[src/rtl/seq_mult8.sv]
`default_nettype none
// ============================================================================
//  Module   : seq_mult8
//  Purpose  : Sequential unsigned shift-add multiplier. One WIDTH-bit add and
//             one right shift per clock; WIDTH steps produce a 2*WIDTH-bit
//             product. A start/busy/done handshake replaces a combinational
//             multiplier array.
//  Ports    : clk     - rising-edge clock
//             rst     - synchronous reset, active-high
//             start   - request a multiply (accepted in IDLE or DONE)
//             a       - multiplicand, captured on accept
//             b       - multiplier, captured on accept
//             busy    - high while the multiply is stepping (RUN)
//             done    - one-cycle pulse, product valid in the same cycle
//             product - result, held until the next completion or reset
//  Revision : 1.0 - initial release
// ============================================================================
module seq_mult8 #(
    parameter int WIDTH = 8
) (
    input  logic                 clk,
    input  logic                 rst,
    input  logic                 start,
    input  logic [WIDTH-1:0]     a,
    input  logic [WIDTH-1:0]     b,
    output logic                 busy,
    output logic                 done,
    output logic [2*WIDTH-1:0]   product
);

    localparam int CW = $clog2(WIDTH);

    localparam logic [1:0]    c_ST_IDLE  = 2'd0;
    localparam logic [1:0]    c_ST_RUN   = 2'd1;
    localparam logic [1:0]    c_ST_DONE  = 2'd2;
    localparam logic [CW-1:0] c_CNT_LAST = CW'(WIDTH - 1);
    localparam logic [CW-1:0] c_CNT_ONE  = CW'(1);

    logic [1:0]          r_state;
    logic [1:0]          w_state_nxt;
    logic [WIDTH-1:0]    r_acc_hi;
    logic [WIDTH-1:0]    r_mq;
    logic [WIDTH-1:0]    r_mcand;
    logic [CW-1:0]       r_cnt;
    logic                r_busy;
    logic                r_done;
    logic [2*WIDTH-1:0]  r_product;

    logic                w_accept;
    logic                w_last_step;
    logic [WIDTH:0]      w_addend;
    logic [WIDTH:0]      w_sum;
    logic                w_busy_nxt;
    logic                w_done_nxt;

    // A new operation may begin from IDLE or directly from DONE, which lets
    // back-to-back requests run without a bubble cycle.
    assign w_accept    = start && ((r_state == c_ST_IDLE) || (r_state == c_ST_DONE));
    assign w_last_step = (r_state == c_ST_RUN) && (r_cnt == c_CNT_LAST);

    // Full-width sum: bit WIDTH is the carry, which is shifted into the top
    // of acc_hi so no partial-product bit is ever lost.
    assign w_addend = r_mq[0] ? {1'b0, r_mcand} : '0;
    assign w_sum    = {1'b0, r_acc_hi} + w_addend;

    // ---------------------------------------------------------------- state
    always_ff @(posedge clk) begin
        if (rst) begin
            r_state <= c_ST_IDLE;
        end else begin
            r_state <= w_state_nxt;
        end
    end

    // ----------------------------------------------------------- next state
    always_comb begin
        w_state_nxt = r_state;
        case (r_state)
            c_ST_IDLE: begin
                if (w_accept) begin
                    w_state_nxt = c_ST_RUN;
                end
            end
            c_ST_RUN: begin
                if (w_last_step) begin
                    w_state_nxt = c_ST_DONE;
                end
            end
            c_ST_DONE: begin
                w_state_nxt = w_accept ? c_ST_RUN : c_ST_IDLE;
            end
            default: begin
                w_state_nxt = c_ST_IDLE;
            end
        endcase
    end

    // -------------------------------------------------------------- outputs
    // Decoded from the next state so the status flags can be registered and
    // still line up with the state they describe.
    always_comb begin
        w_busy_nxt = 1'b0;
        w_done_nxt = 1'b0;
        case (w_state_nxt)
            c_ST_RUN:  w_busy_nxt = 1'b1;
            c_ST_DONE: w_done_nxt = 1'b1;
            default: begin
                w_busy_nxt = 1'b0;
                w_done_nxt = 1'b0;
            end
        endcase
    end

    always_ff @(posedge clk) begin
        if (rst) begin
            r_busy <= 1'b0;
            r_done <= 1'b0;
        end else begin
            r_busy <= w_busy_nxt;
            r_done <= w_done_nxt;
        end
    end

    // ------------------------------------------------------------- datapath
    // Operands are loaded only on accept, so a/b are don't-care otherwise.
    always_ff @(posedge clk) begin
        if (rst) begin
            r_acc_hi  <= '0;
            r_mq      <= '0;
            r_mcand   <= '0;
            r_cnt     <= '0;
            r_product <= '0;
        end else if (w_accept) begin
            r_acc_hi <= '0;
            r_mq     <= b;
            r_mcand  <= a;
            r_cnt    <= '0;
        end else if (r_state == c_ST_RUN) begin
            // {acc_hi, mq} <= {carry, sum, mq} >> 1
            r_acc_hi <= w_sum[WIDTH:1];
            r_mq     <= {w_sum[0], r_mq[WIDTH-1:1]};
            r_cnt    <= r_cnt + c_CNT_ONE;
            if (w_last_step) begin
                r_product <= {w_sum, r_mq[WIDTH-1:1]};
            end
        end
    end

    assign busy    = r_busy;
    assign done    = r_done;
    assign product = r_product;

endmodule
`default_nettype wire

[config.mk]
export PLATFORM = sky130hd
export DESIGN_NAME = seq_mult8
export DESIGN_NICKNAME = d
export VERILOG_FILES = /design/src/rtl/seq_mult8.sv
export SDC_FILE = /design/constraint.sdc
export NUM_CORES = 1
export LEC_CHECK = 0
export ABC_AREA = 1
export BUFFER_PORTS_ARGS = -buffer_cell sky130_fd_sc_hd__buf_4
export CELL_PAD_IN_SITES_DETAIL_PLACEMENT = 1
export CELL_PAD_IN_SITES_GLOBAL_PLACEMENT = 1
export CORE_MARGIN = 1
export CORE_UTILIZATION = 43
export DETAILED_ROUTE_END_ITERATION = 10
export PLACE_DENSITY = 0.89
export SYNTH_ARGS = -nofsm -noshare
export SYNTH_HDL_FRONTEND = slang
export SYNTH_SLANG_ARGS = --single-unit
[constraint.sdc]
create_clock -name clk -period 4 [get_ports clk]
set_input_delay 0.2 -clock clk [delete_from_list [all_inputs] [get_ports clk]]
set_output_delay 0.2 -clock clk [all_outputs]
set_load 0.02 [all_outputs]
==> results.cfg <==
[detailed_routing]
ant_nets = 0
wl_met3_um = 173
drt-met1-wl_um = 2360
drt_iter0_markers = 61
wire_per_inst_um = 13.9
wl_um = 5400
drt_first_pass_iters = 4
viasPerCell = 5.02
vias = 1947
wl_met2_um = 2810
top_layer = met4
drcViolationCount = 0

[outcome]
status = finished clean

[clocking]
cts_sinks = 47
post_cts_buffers = 0
path_clk_slew_ns = 0.09
cts_htree_levels = 2
post_cts_resized = 0
cts_tree = built
clock_latency_ns = 0.31
clk_path_buf_depth = 2
cts_buffers = 5
cts_root_buffer = clkbuf_8
ctsHoldBuffers = 0

[sta]
layout_min_cycle_time_ns = 1.90
fin_crit_sh = 0.474
rsz0062_at_grt = false
slew_violations = 0
fmax_ghz = 0.527
finClkSkew_ns = 0.00656
worst_slack_ns = 2.10
worst_pin_slew_ns = 0.661
tns_ns = 0
slew_headroom = 0.558
finalHoldViolCount = 0
setup_violations = 0

[critical_path]
r2r_start = r_mq[0]
critPathRequiredTime_ns = 4.21
r2r.worst_path.cells = 12
arrival_ns = 2.11
cp_max_fo = 9
critPathKind = reg2reg
reg2reg_slack_ns = 2.10
critPathLaunchType = flop
cp-end-kind = flop
timing.rr.end = product[13]

[logic_synthesis]
post-synth-top-count-cell = nand2_1
syn_avg_cell_area_um2 = 7.62
syn-num-nets = 317
synthFlopType = dfxtp_1
syn_area_um2 = 2190
async_reset_ff_frac = 0
yosys_warnings = 0
synth-seq-cells = 47
synth-edff-count = 0
yosys-top-cells-area = dfxtp_1 (43%), nand2_1 (8.2%), inv_1 (6.7%)
synthCells = 287
yosysTopAreaCell = dfxtp_1
synth_top_area_share = 0.430
ys_types = 27
synth_common_cells = nand2_1 (48), dfxtp_1 (47), inv_1 (39)
seq_area_frac_synth = 0.430

[finish]
num_antenna_cells = 0
drive_gt1_frac = 0.174
fin_cells = 388
nets = 350
fin_area_um2 = 2560
syn2layout_area_growth_pct = 16.9
final.fill_count = 650

[min_path]
hold_end = r_state[1]
min-delay-start = rst
holdPathStages = 2
hold_path.class = in2reg

[placed_design]
place_inst = 380
dp_hpwl_um = 3940
dp_slack_ns = 2.13
gp_congestion = 0.777
io_buffers = 36
placed_cell_area_um2 = 2470

[floorplanning]
core_um2 = 4820
dieHeight_um = 73.3
start_util = 0.454
ios = 37
die_x_um = 73.3
die_area_um2 = 5380
rows = 25

[pwr]
powerDensity_nw_per_um2 = 357
vdd_drop_max_uv = 254
p_leak_nw = 1.28

[global_routing]
grt_pass1_wl_um = 9190
grt_pass1_vias = 2004
grt_max_degree = 33
antenna_found_initial = 0
grt.total_usage = 0.224
grt-ovfl-total = 0

[run]
drv_cap = 0
==> placed cells by master, fill, tap and decap left out, types with 6 or more instances in the layout <==
cell / Yosys / final
dfxtp_1: 47 / 47
inv_2: 7 / 7
a21oi_1: 16 / 16
buf_4: 3 / 36
inv_1: 39 / 39
nor2_1: 34 / 34
o21ai_0: 26 / 26
nand2_1: 48 / 48
ha_1: 10 / 10
nand3_1: 20 / 20
a221oi_1: 6 / 6
==> how the worst max path moves through the flow <==
stage	start	endpoint	cells past startpoint
2_1_floorplan	r_mq[0]	r_acc_hi[5]	13
3_3_place_gp	r_mq[0]	product[13]	12
3_5_place_dp	r_mq[0]	product[13]	12
4_1_cts	r_mq[0]	product[13]	12
5_1_grt	r_mq[0]	product[13]	12
6_report	r_mq[0]	product[13]	12
==> metal layers <==
layer / vias up / global-route usage
met5: - / 0
met4: 0 / 0.0620
met3: 7 / 0.0521
met2: 34 / 0.406
met1: 915 / 0.262
li1: 991 / -
==> stage by stage <==
| step | power [mW] | hold WS [ns] | util |
|---|---|---|---|
| finish | 0.912 | 0.120 | 0.531 |
| CTS | 0.920 | 0.118 | 0.531 |
| global placement | 0.623 | 0.451 | 0.513 |
| global route | 0.956 | 0.115 | 0.531 |
| floorplan | 0.592 | 0.269 | - |
| detailed placement | 0.629 | 0.451 | 0.513 |
==> where the power goes <==
part,total [mW],switching (mW),internal [mW]
sequential,0.503,0.0133,0.490
combinational,0.116,0.0727,0.0430
clock,0.294,0.170,0.123
total,0.912,0.256,0.656
==> logic make-up after synthesis <==
group                    synth area share
AO/OA/AOI/OAI                       0.158
flip-flops                          0.430
buffers and inverters               0.111
adder cells (fa/ha/maj)            0.0663
AND/OR/NAND/NOR                     0.226
XOR/XNOR                          0.00801
==> layout make-up <==
| class | instances | area, um^2 | share of cell area |
|---|---|---|---|
| inverters | 46 | 173 | 0.0675 |
| multi-input cells | 184 | 1000 | 0.392 |
| clock inverters | 3 | 18.8 | 0.00733 |
| well taps | 67 | 83.8 | 0.0328 |
| repair buffers | 36 | 270 | 0.106 |
| flip-flops and latches | 47 | 941 | 0.368 |
| clock buffers | 5 | 68.8 | 0.0269 |
==> sequential cells by signal, summed over array words and instances, names as in the netlist <==
| signal | flops |
|---|---|
| product | 16 |
| done | 1 |
| busy | 1 |
| r_state | 2 |
| r_acc_hi | 8 |
| r_mcand | 8 |
| r_cnt | 3 |
| r_mq | 8 |
==> worst max-delay path, cell delays in order, from the launching register on <==
cell,delay [ns]
dfxtp_1,0.40
nand2_1,0.10
inv_1,0.04
ha_1,0.19
fa_1,0.41
nand2_1,0.09
nand2_1,0.11
nand3_1,0.12
nand2_1,0.06
nand2_1,0.08
nand3_1,0.07
nand2_1,0.09
inv_1,0.03
Note: power is estimated with default switching activity, not from simulation.
